<file path="config.mk">
export PLATFORM = sky130hd
export DESIGN_NAME = axis_pipe_slice
export DESIGN_NICKNAME = d
export VERILOG_FILES = /design/src/rtl/axis_pipe_slice.sv
export SDC_FILE = /design/constraint.sdc
export NUM_CORES = 1
export LEC_CHECK = 0
export CAP_MARGIN = 40
export CORE_MARGIN = 3
export CORE_UTILIZATION = 55
export CTS_CLUSTER_DIAMETER = 50
export DETAILED_ROUTE_END_ITERATION = 6
export DONT_BUFFER_PORTS = 1
export PLACE_DENSITY_LB_ADDON = 0.15
export SYNTH_ARGS = -nofsm -noshare
export SYNTH_HDL_FRONTEND = slang
export SYNTH_SLANG_ARGS = --single-unit
</file>
<file path="constraint.sdc">
create_clock -name aclk -period 5.49 [get_ports aclk]
set_clock_uncertainty 0.15 [all_clocks]
set_input_delay 1.098 -clock aclk [delete_from_list [all_inputs] [get_ports aclk]]
set_output_delay 1.098 -clock aclk [all_outputs]
set_load 0.005 [all_outputs]
</file>
<file path="src/rtl/axis_pipe_slice.sv">
// AXI4-Stream pipeline of STAGES cascaded 2-entry skid slices (STAGES=0 is a plain wire-through).
// Optional AXIS_PIPE_SLICE_STAT_EN adds beat_cnt / pkt_cnt / stall_cnt observation counters.
module axis_pipe_slice #(
  parameter int DSIZE  = 32,
  parameter int KSIZE  = DSIZE / 8,
  parameter int USIZE  = 1,
  parameter int STAGES = 1
) (
  input  logic             aclk,
  input  logic             areset,
  input  logic [DSIZE-1:0] s_axis_tdata,
  input  logic [KSIZE-1:0] s_axis_tkeep,
  input  logic [USIZE-1:0] s_axis_tuser,
  input  logic             s_axis_tlast,
  input  logic             s_axis_tvalid,
  output logic             s_axis_tready,
  output logic [DSIZE-1:0] m_axis_tdata,
  output logic [KSIZE-1:0] m_axis_tkeep,
  output logic [USIZE-1:0] m_axis_tuser,
  output logic             m_axis_tlast,
  output logic             m_axis_tvalid,
  input  logic             m_axis_tready
`ifdef AXIS_PIPE_SLICE_STAT_EN
  ,
  output logic [31:0]      beat_cnt,
  output logic [31:0]      pkt_cnt,
  output logic [31:0]      stall_cnt
`endif
);

  localparam int PW = DSIZE + KSIZE + USIZE + 1;

  if (STAGES > 8 || (DSIZE % 8) != 0) begin : g_bad_cfg
    $error("axis_pipe_slice: STAGES must be 0..8 and DSIZE a multiple of 8");
  end

  // Index i is the link feeding slice i; index STAGES is the m_axis side.
  logic [STAGES:0]         vld_w;
  logic [STAGES:0]         rdy_w;
  logic [STAGES:0][PW-1:0] pl_w;

  assign vld_w[0]      = s_axis_tvalid;
  assign pl_w[0]       = {s_axis_tdata, s_axis_tkeep, s_axis_tuser, s_axis_tlast};
  assign s_axis_tready = rdy_w[0];
  assign rdy_w[STAGES] = m_axis_tready;
  assign m_axis_tvalid = vld_w[STAGES];
  assign {m_axis_tdata, m_axis_tkeep, m_axis_tuser, m_axis_tlast} = pl_w[STAGES];

  if (STAGES == 0) begin : g_bypass
    logic unused_clk_rst;
    assign unused_clk_rst = aclk ^ areset;
  end

  for (genvar i = 0; i < STAGES; i++) begin : g_slice
    logic          main_vld_q, main_vld_d;
    logic          skid_vld_q, skid_vld_d;
    logic [PW-1:0] main_pl_q, main_pl_d;
    logic [PW-1:0] skid_pl_q, skid_pl_d;
    logic          rdy_q;
    logic          in_xfer, out_xfer;

    assign in_xfer  = vld_w[i] && rdy_q;
    assign out_xfer = main_vld_q && rdy_w[i+1];

    always_comb begin
      // NOTE: next-state defaults to current state so no path leaves a latch.
      main_vld_d = main_vld_q;
      main_pl_d  = main_pl_q;
      skid_vld_d = skid_vld_q;
      skid_pl_d  = skid_pl_q;
      if (!main_vld_q) begin
        if (in_xfer) begin
          main_vld_d = 1'b1;
          main_pl_d  = pl_w[i];
        end
      end else if (out_xfer) begin
        // A full skid means rdy_q is low, so no incoming beat competes here.
        if (skid_vld_q) begin
          main_pl_d  = skid_pl_q;
          skid_vld_d = 1'b0;
        end else if (in_xfer) begin
          main_pl_d  = pl_w[i];
        end else begin
          main_vld_d = 1'b0;
        end
      end else if (in_xfer) begin
        skid_vld_d = 1'b1;
        skid_pl_d  = pl_w[i];
      end
    end

    // NOTE: state flops use non-blocking assignment so every slice samples pre-edge values.
    always_ff @(posedge aclk) begin
      if (areset) begin
        main_vld_q <= 1'b0;
        skid_vld_q <= 1'b0;
        rdy_q      <= 1'b0;
      end else begin
        main_vld_q <= main_vld_d;
        skid_vld_q <= skid_vld_d;
        rdy_q      <= !skid_vld_d;
      end
    end

    // NOTE: payload storage is not reset; the valid bits alone define occupancy.
    always_ff @(posedge aclk) begin
      main_pl_q <= main_pl_d;
      skid_pl_q <= skid_pl_d;
    end

    assign rdy_w[i]    = rdy_q;
    assign vld_w[i+1]  = main_vld_q;
    assign pl_w[i+1]   = main_pl_q;
  end

`ifdef AXIS_PIPE_SLICE_STAT_EN
  logic [31:0] beat_cnt_q, pkt_cnt_q, stall_cnt_q;
  logic        m_xfer;

  assign m_xfer = vld_w[STAGES] && rdy_w[STAGES];

  always_ff @(posedge aclk) begin
    if (areset) begin
      beat_cnt_q  <= '0;
      pkt_cnt_q   <= '0;
      stall_cnt_q <= '0;
    end else begin
      if (m_xfer)                         beat_cnt_q  <= beat_cnt_q + 32'd1;
      if (m_xfer && m_axis_tlast)         pkt_cnt_q   <= pkt_cnt_q + 32'd1;
      if (vld_w[STAGES] && !rdy_w[STAGES]) stall_cnt_q <= stall_cnt_q + 32'd1;
    end
  end

  assign beat_cnt  = beat_cnt_q;
  assign pkt_cnt   = pkt_cnt_q;
  assign stall_cnt = stall_cnt_q;
`endif

endmodule

</file>
==> results of run 1 <==
state kept, by name, indices dropped and copies added, names as in the netlist, named ones only:
register           flops
g_slice.main_pl_q     38
g_slice.skid_pl_q     38
m_axis_tvalid          1
s_axis_tready          1
report_power, final:
group | internal, W | switching [W] | total [W]
sequential | 0.000736 | 0.0000431 | 0.000779
combinational | 0.0000789 | 0.0000523 | 0.000131
clock | 0.000202 | 0.000192 | 0.000394
total | 0.00102 | 0.000287 | 0.00130
worst register-to-register path, cell delays in order, from the launching register on:
cell,delay (ns)
dfxtp_1,0.70
buf_16,0.23
nand2_1,0.43
buf_4,0.41
a31oi_1,0.20
kinds of logic after synthesis:
logic type      Yosys count
flops                    79
compound gates           79
simple gates             82
buf+inv                  30
synthesized netlist by cell type (all sizes together) (2+ instances only):
cell | instances | area share
a21bo | 38 | 0.10
nand3 | 38 | 0.050
and3b | 38 | 0.087
dfxtp | 3 | 0.016
edfxtp | 76 | 0.60
nand2 | 2 | 0.0020
buf | 24 | 0.065
clkbuf | 6 | 0.0059
a31oi | 40 | 0.066
per-layer routing:
metal / wire, um / share of wire
met1: 3164 / 0.43
met2: 3358 / 0.46
met3: 697 / 0.095
met4: 80 / 0.011
met5: 0 / 0
cell usage in the layout (no fill, tap or decap), drive strengths merged:
cell,n
nand2,2
bufinv,1
and3b,38
nor3,1
o21ba,1
buf,6
a31oi,40
and2,1
nor2,1
nand2b,1
a21bo,38
clkbuf,9
clkinv,5
dfxtp,3
edfxtp,76
nand3,38
final timing paths:
path	startpoint	endpoint	cells past startpoint
hold reg to reg	s_axis_tready	m_axis_tvalid	2
setup reg to reg	flop	g_slice[0].main_pl_q[1]	4
setup / recovery	s_axis_tready	s_axis_tready	1
hold / removal	s_axis_tready	m_axis_tvalid	2
cell type report:
| type | instances | area share |
|---|---|---|
| clock buffer | 9 | 0.03169 |
| multi-input combinational | 161 | 0.3076 |
| sequential | 79 | 0.5996 |
| tap | 77 | 0.02465 |
| clock inverter | 6 | 0.01344 |
| timing repair buffer | 6 | 0.02305 |
stage by stage:
| stage | power, W | worst slack, ns | cell area [um2] |
|---|---|---|---|
| floorplan | 0.0009108 | 1.113 | 3805 |
| global placement | 0.0009196 | 2.036 | 3665 |
| detailed placement | 0.0009247 | 2.696 | 3732 |
| CTS | 0.001321 | 2.923 | 3909 |
| global route | 0.001365 | 2.852 | 3909 |
| finish | 0.001304 | 2.953 | 3909 |
==> flow_summary.json, run 1 <==
{
  "synthMuxAreaShare": 0,
  "antenna_found_initial": 0,
  "yosys.area_share.adder": 0,
  "outcome": "finished, final reports clean",
  "drt_iter0_drc": 144,
  "maxSlewViolCount": 0,
  "critPathTopFamily": "buffers and inverters",
  "ys.flop_type": "edfxtp_1",
  "synth_top_family_by_area": "compound AO/OA/AOI/OAI gates",
  "n_antenna_cell": 0,
  "seq_area_frac_synth": 0.6156,
  "required_ns": 4.24,
  "grt_first_pass_wirelength_um": 11000,
  "synth-xor-area-share": 0,
  "clk_latency_ns": 0.34,
  "wl_per_cell_um": 21.60,
  "synth_edf_count": 76,
  "critPathLaunchType": "flop",
  "nets": 299,
  "dieHeight_um": 89.18,
  "post-route-util": 0.5985,
  "setup_viol": 0,
  "ir_worst_vdd_uv": 146.2,
  "hold_path_class": "reg2reg",
  "ys_async_sr_fraction": 0,
  "max_freq_ghz": 0.3942,
  "ctsRootBufferMaster": "clkbuf_8",
  "synthesis.nets": 312,
  "ys_warn_count": 0,
  "maxCapViolCount": 0,
  "crit_chain": "buf_4",
  "hold_viol": 0,
  "synth_compound_area_frac": 0.1684,
  "critPathKind": "reg2out",
  "postCtsSetupBuffers": 0,
  "multiInputGateArea_mm2": 0.001202,
  "num-fill-cells": 523,
  "route.vias.total": 2177,
  "grtUsageMet1": 0.2577,
  "io_buffer_count": 0,
  "area_growth_pct": 2.729,
  "fin_setup_tns_ns": 0,
  "place.gp.congestion": 0.7007,
  "grt_overflow": 0,
  "cts_tree": "done",
  "power_leakage_nw": 1.526,
  "synthSimpleGateAreaFrac": 0.1450,
  "syn_avg_cell_area_um2": 14.09,
  "post-route-min-period_ns": 2.537,
  "cp_max_fo": 78,
  "post-route-period-util": 0.4621,
  "place_inst": 323,
  "ctsHoldBuffers": 0,
  "clock-sinks": 79,
  "numCtsBuffers": 9,
  "cts_resized": 0,
  "grt_max_degree": 79,
  "arrival_ns": 1.29,
  "via_per_inst": 6.441,
  "powerDensity_mw_per_mm2": 333.6,
  "wl_um": 7302,
  "dpl.hpwl_um": 4282,
  "dr.pass1.iters": 4,
  "use_met3": 0.07373,
  "clk_path_buf_depth": 2,
  "io-pin-count": 82,
  "rsz0062_at_grt": "no",
  "hold_ws_ns": 0.4311,
  "netlist_area_mm2": 0.003805,
  "grt_usage": 0.1881,
  "final_cells": 338,
  "ys_ff_latch": 79,
  "register_area_mm2": 0.002344,
  "critical_path.slowest_cell": "buf_4",
  "dieArea_mm2": 0.007952,
  "tightestPinTransition_ns": 0.8119,
  "slew_headroom": 0.4587,
  "h-tree-depth": 3,
  "drive_gt1_frac": 0.1839,
  "path_buf_inv": 1,
  "post-route-drc-count": 0,
  "start_util": 0.5826,
  "gr-usage-met2": 0.2719,
  "slowest_delay_ns": 0.62,
  "die_w_um": 89.18,
  "row_count": 29,
  "grt_pass1_vias": 2113,
  "ant_nets": 0,
  "endpoint_kind": "primary output",
  "synth_cells": 270,
  "placeableCoreArea_mm2": 0.006531,
  "clk_pin_slew_ns": 0.07,
  "grt_busiest_layer": "met2",
  "synth_cell_types": 19,
  "r2r_setup_slack_ns": 3.21
}
Power figures use the tool's default switching activity.
==> run 2, diff against run 1 <==
ABC_AREA = 1   (was default)
clock period = 2.3 ns   (was 5.49 ns; I/O delays follow)
==> run 2 against run 1 <==
Worst hold slack worse by 0.40 ns. Largest power group unchanged. Highest routed layer unchanged. Synthesized cell count up 41%. Total power grew to 2.5 times the previous value. Largest cell class unchanged. Sequential power rose by 130%. Clock power rose to 3.1 times the previous value.
==> flow_summary.json, run 2 <==
{
  "wl_um": 7368,
  "rr_startpoint": "m_axis_tvalid",
  "rsz0062_at_grt": "no",
  "slew_headroom": 0.5443,
  "powerDensity_mw_per_mm2": 838.5,
  "setup_viol": 0,
  "maxCapViolCount": 0,
  "placeableCoreArea_mm2": 0.006386,
  "netlist_area_mm2": 0.003641,
  "numCtsBuffers": 9,
  "synthTopCellsByArea": "edfxtp_1 (63%), nand2_1 (12%), nand3_1 (10%), inv_1 (8.1%), dfxtp_1 (1.6%)",
  "drive_gt1_frac": 0.06494,
  "drt_iter0_drc": 191,
  "dieHeight_um": 87.37,
  "post-route-drc-count": 0,
  "outcome": "finished, final reports clean",
  "cts_tree": "done",
  "post-route-period-util": 0.7810,
  "synth.most_common_cell": "nand2_1",
  "grt_overflow": 0,
  "hold_ws_ns": 0.03424,
  "io-pin-count": 82,
  "dpl_worst_slack_ns": 0.4850,
  "row_count": 29,
  "ir_worst_vdd_uv": 443.5,
  "dpl.hpwl_um": 4331,
  "h-tree-depth": 3,
  "ys_warn_count": 0,
  "synth_edf_count": 76,
  "r2r_setup_slack_ns": 0.50,
  "cp_max_fo": 38,
  "place.gp.congestion": 0.7072,
  "cts_resized": 0,
  "synthesis.nets": 424,
  "synth_cell_types": 11,
  "ys_ff_latch": 79,
  "grt_max_degree": 40,
  "route.vias.total": 2380,
  "ys_async_sr_fraction": 0,
  "nets": 422,
  "clock-sinks": 79,
  "min_from": "areset",
  "grt_first_pass_wirelength_um": 11890,
  "clk_path_buf_depth": 2,
  "mostFrequentLayoutCells": "nand2_1 (120), inv_1 (77), nand3_1 (76), edfxtp_1 (76), clkbuf_8 (9)",
  "endpoint_kind": "flop",
  "synth_commonest_cells": "nand2_1 (121), inv_1 (79), edfxtp_1 (76), nand3_1 (76), buf_2 (10)",
  "critPathLaunchType": "flop",
  "post-route-util": 0.6132,
  "clk_latency_ns": 0.34,
  "seq_area_frac_synth": 0.6433,
  "ys.flop_type": "edfxtp_1",
  "via_per_inst": 5.152,
  "maxSlewViolCount": 0,
  "post-route-min-period_ns": 1.796,
  "yosys.area.top_type": "edfxtp_1",
  "required_ns": 2.36,
  "tightestPinTransition_ns": 0.6825,
  "clk_pin_slew_ns": 0.08,
  "wl_per_cell_um": 15.95,
  "syn_avg_cell_area_um2": 9.531,
  "hold_viol": 0,
  "area_growth_pct": 7.560,
  "ctsRootBufferMaster": "clkbuf_8",
  "io_buffer_count": 0,
  "die_w_um": 87.37,
  "power_leakage_nw": 1.839,
  "finalWorstSetupSlack_ns": 0.5036,
  "critPathKind": "reg2reg",
  "critPathLaunch": "m_axis_tvalid",
  "synth_cells": 382,
  "dr.pass1.iters": 4,
  "ant_nets": 0,
  "grt_usage": 0.2071,
  "fin_setup_tns_ns": 0,
  "final_common_cell": "nand2_1",
  "n_antenna_cell": 0,
  "largestRegisters": "g_slice.main_pl_q x38, g_slice.skid_pl_q x38",
  "max_freq_ghz": 0.5567,
  "grt_pass1_vias": 2291,
  "antenna_found_initial": 0,
  "dieArea_mm2": 0.007633,
  "synth_top_area_frac": 0.6268,
  "arrival_ns": 1.86,
  "hold_path_class": "in2reg",
  "start_util": 0.5701
}
==> run 2: cell types whose count changed after synthesis, moves of 3 or more <==
cell | before | now
nor2_1 | 1 | 4
buf_12 | 3 | 0
a21bo_1 | 12 | 0
buf_6 | 10 | 4
nand3_1 | 38 | 76
inv_1 | 0 | 79
and3b_1 | 38 | 0
clkbuf_1 | 6 | 0
buf_2 | 6 | 10
nand2_1 | 2 | 121
a31oi_1 | 40 | 0
a21bo_2 | 26 | 0
==> run 2: cells by family after synthesis <==
logic type      share of synthesized area
flops                              0.6433
buf+inv                            0.1220
simple gates                       0.2333
compound gates                   0.001373
==> run 2: worst max-delay path: stages, from the launching register on <==
cell     delay (ns)
dfxtp_1        0.40
nand2_2        0.27
inv_2          0.61
nand2_1        0.13
nand2_1        0.11
==> run 2: worst paths after layout <==
| check | endpoint | cells past startpoint |
|---|---|---|
| worst max register to register | g_slice[0].main_pl_q[25] | 4 |
| worst min register to register | flop | 2 |
| worst min-delay path | m_axis_tvalid | 1 |
| worst max-delay path | g_slice[0].main_pl_q[25] | 4 |
==> run 2: cell type report <==
type                            instances  area (um2)
Tap cell                               77       96.34
Clock buffer                            9       123.9
Sequential cell                        79        2344
Clock inverter                          7       111.4
Multi-Input combinational cell        202       857.1
Fill cell                             542        2470
Inverter                               81       304.0
Timing Repair Buffer                    7       80.08
==> run 2: timing repair <==
action                                 CTS  global route
endpoints found under the hold margin    0             2
hold buffers                             0             1
buffers inserted                         0             0
==> run 2: per-stage QoR <==
step	std cells	total power [W]	area (um2)
2_1_floorplan	382	0.002049	3641
3_3_place_gp	445	0.002098	3671
3_5_place_dp	445	0.002112	3671
4_1_cts	461	0.003304	3906
5_1_grt	462	0.003432	3916
6_report	462	0.003284	3916
==> run 2: power breakdown <==
part	switching [W]	internal, W
clock network	0.000493	0.000714
registers	0.0000912	0.00173
logic	0.000157	0.000102
==> run 2: per-layer routing <==
layer	up-vias	routed length [um]	track usage	part of all wire
met5	-	0	0	0
met4	0	127	0.09484	0.017
met3	12	700	0.07474	0.095
met2	88	3445	0.3068	0.47
met1	1077	3094	0.2726	0.42
li1	1203	-	-	-
==> run 3, diff against run 2 <==
ABC_AREA = 0   (was 1)
clock period = 1.5 ns   (was 2.3 ns; I/O delays follow)
==> run 3 against run 2 <==
First-iteration DRC count is 46% lower. Utilization rose by 5.5 points. Sequential power is 57% higher. Combinational power up 120%. Non-clock buffer count is 47 higher. Largest power group unchanged. Wire length grew 7.6%. Register-to-register slack worse by 0.36 ns. Clock-buffer cell count unchanged. Critical endpoint is now g_slice[0].skid_pl_q[36]. Largest cell class unchanged.
==> flow_summary.json, run 3 (synthesis results as in run 1) <==
{
  "ir_worst_vdd_uv": 656.7,
  "maxSlewViolCount": 0,
  "critPathKind": "in2reg",
  "clk_path_buf_depth": 2,
  "critPathTopFamily": "buffers and inverters",
  "row_count": 29,
  "area_growth_pct": 14.67,
  "grt_first_pass_wirelength_um": 12450,
  "clk_pin_slew_ns": 0.07,
  "power_frac_clock": 0.290,
  "power_leakage_nw": 1.726,
  "pwr-share-seq": 0.590,
  "drt_iter0_drc": 103,
  "cts_resized": 0,
  "post-route-min-period_ns": 1.452,
  "fin_setup_tns_ns": 0,
  "max_freq_ghz": 0.6889,
  "n_antenna_cell": 0,
  "required_ns": 1.39,
  "endpoint_kind": "flop",
  "drive_gt1_frac": 0.1935,
  "critPathLaunchType": "input pin",
  "hold_path_class": "in2reg",
  "final_common_cell": "edfxtp_1",
  "via_per_inst": 6.222,
  "clk_latency_ns": 0.35,
  "tightestPinTransition_ns": 0.3370,
  "hold_viol": 0,
  "nets": 347,
  "hold_ws_ns": 0.03215,
  "post-route-period-util": 0.9677,
  "internal_power_w": 0.003657,
  "start_util": 0.5826,
  "dieHeight_um": 89.18,
  "r2r_end": "g_slice[0].main_pl_q[31]",
  "place_inst": 331,
  "grt_pass1_vias": 2406,
  "critical_path.slowest_cell": "dlygate4sd3_1",
  "dpl.hpwl_um": 4508,
  "mostFrequentLayoutCells": "edfxtp_1 (76), a31oi_1 (40), dlygate4sd3_1 (40), nand3_1 (38), and3b_1 (38)",
  "wl_um": 7929,
  "finalWorstSetupSlack_ns": 0.04841,
  "rr_startpoint": "s_axis_tready",
  "whs_path_depth": 2,
  "min_from": "m_axis_tready",
  "place.gp.congestion": 0.6954,
  "ctsRootBufferMaster": "clkbuf_8",
  "route.vias.total": 2408,
  "p_sw_frac": 0.2427,
  "dr.pass1.iters": 4,
  "outcome": "finished, final reports clean",
  "wl_per_cell_um": 20.49,
  "arrival_ns": 1.34,
  "h-tree-depth": 3,
  "numCtsBuffers": 9,
  "dpl_worst_slack_ns": 0.1483,
  "placeableCoreArea_mm2": 0.006531,
  "io_buffer_count": 0,
  "die_w_um": 89.18,
  "maxCapViolCount": 0,
  "grt_usage": 0.2102,
  "p_switching_w": 0.001172,
  "power_frac_comb": 0.120,
  "cts_tree": "done",
  "clock-sinks": 79,
  "crit_chain": "dlygate4sd3_1, nand2_4, nor2_4, buf_4",
  "rsz0062_at_grt": "no",
  "post-route-drc-count": 0,
  "slew_headroom": 0.7754,
  "dieArea_mm2": 0.007952,
  "final_cells": 387,
  "slowest_delay_ns": 0.61,
  "largestRegisters": "g_slice.main_pl_q x38, g_slice.skid_pl_q x38",
  "grt_max_degree": 79,
  "powerDensity_mw_per_mm2": 1107,
  "ant_nets": 0,
  "antenna_found_initial": 0,
  "cp_max_fo": 78,
  "setup_viol": 0,
  "path_buf_inv": 2,
  "grt_overflow": 0,
  "rr_worst_depth": 3,
  "io-pin-count": 82,
  "postCtsSetupBuffers": 0,
  "power_w": 0.004829,
  "r2r_setup_slack_ns": 0.14
}
[run 3: cell count changes in the layout (fill, tap and decap cells not counted), sizes merged, moves of 2 or more]
cell / before / now
nand2: 121 / 2
inv: 80 / 0
a31oi: 0 / 40
dlygate4sd3: 1 / 40
a21bo: 0 / 38
and3b: 0 / 38
nand3: 76 / 38
buf: 6 / 14
bufinv: 3 / 0
nor2: 4 / 1
clkinvlp: 0 / 2
[run 3: stage by stage]
step                      instance area (um2)    util
after floorplan                          3832       -
after global placement                   3789  0.5801
after detailed placement                 3789  0.5801
after CTS                                4363  0.6680
after global routing                     4363  0.6680
final                                    4363  0.6680
[run 3: layout make-up]
class / count / area [um2]
Multi-Input combinational cell: 161 / 1215
Tap cell: 77 / 96.34
Timing Repair Buffer: 54 / 530.5
Fill cell: 462 / 2168
Clock buffer: 9 / 123.9
Sequential cell: 79 / 2347
Clock inverter: 7 / 50.05
[run 3: repair_timing]
item	in CTS	in global routing
hold buffers	40	0
hold endpoints to repair	41	0
setup endpoints to repair	0	0
[run 3: worst max path at each step]
stage                  start                  endpoint  slack [ns]  cells after the start
4_1_cts        s_axis_tvalid  g_slice[0].skid_pl_q[36]        0.04                      4
5_1_grt        s_axis_tvalid  g_slice[0].skid_pl_q[37]        0.03                      4
2_1_floorplan  m_axis_tready   g_slice[0].skid_pl_q[0]       -0.36                      2
3_3_place_gp   s_axis_tready  g_slice[0].main_pl_q[26]        0.19                      3
6_report       s_axis_tvalid  g_slice[0].skid_pl_q[36]        0.05                      4
3_5_place_dp   s_axis_tready  g_slice[0].main_pl_q[29]        0.15                      3
[run 3: power by group through the flow]
stage	sequential [W]	combinational, W	clock (W)
finish	0.00285	0.000580	0.00140
global route	0.00288	0.000640	0.00153
CTS	0.00286	0.000579	0.00144
detailed placement	0.00290	0.000493	0
global placement	0.00290	0.000482	0
floorplan	0.00284	0.000497	0
[run 3: routing by layer]
layer  vias to the layer above  GRT usage  routed length (um)
li1                       1138          -                   -
met1                      1169     0.2811                3534
met2                        82     0.3135                3614
met3                        19    0.06452                 592
met4                         0     0.1015                 187
met5                         -          0                   0
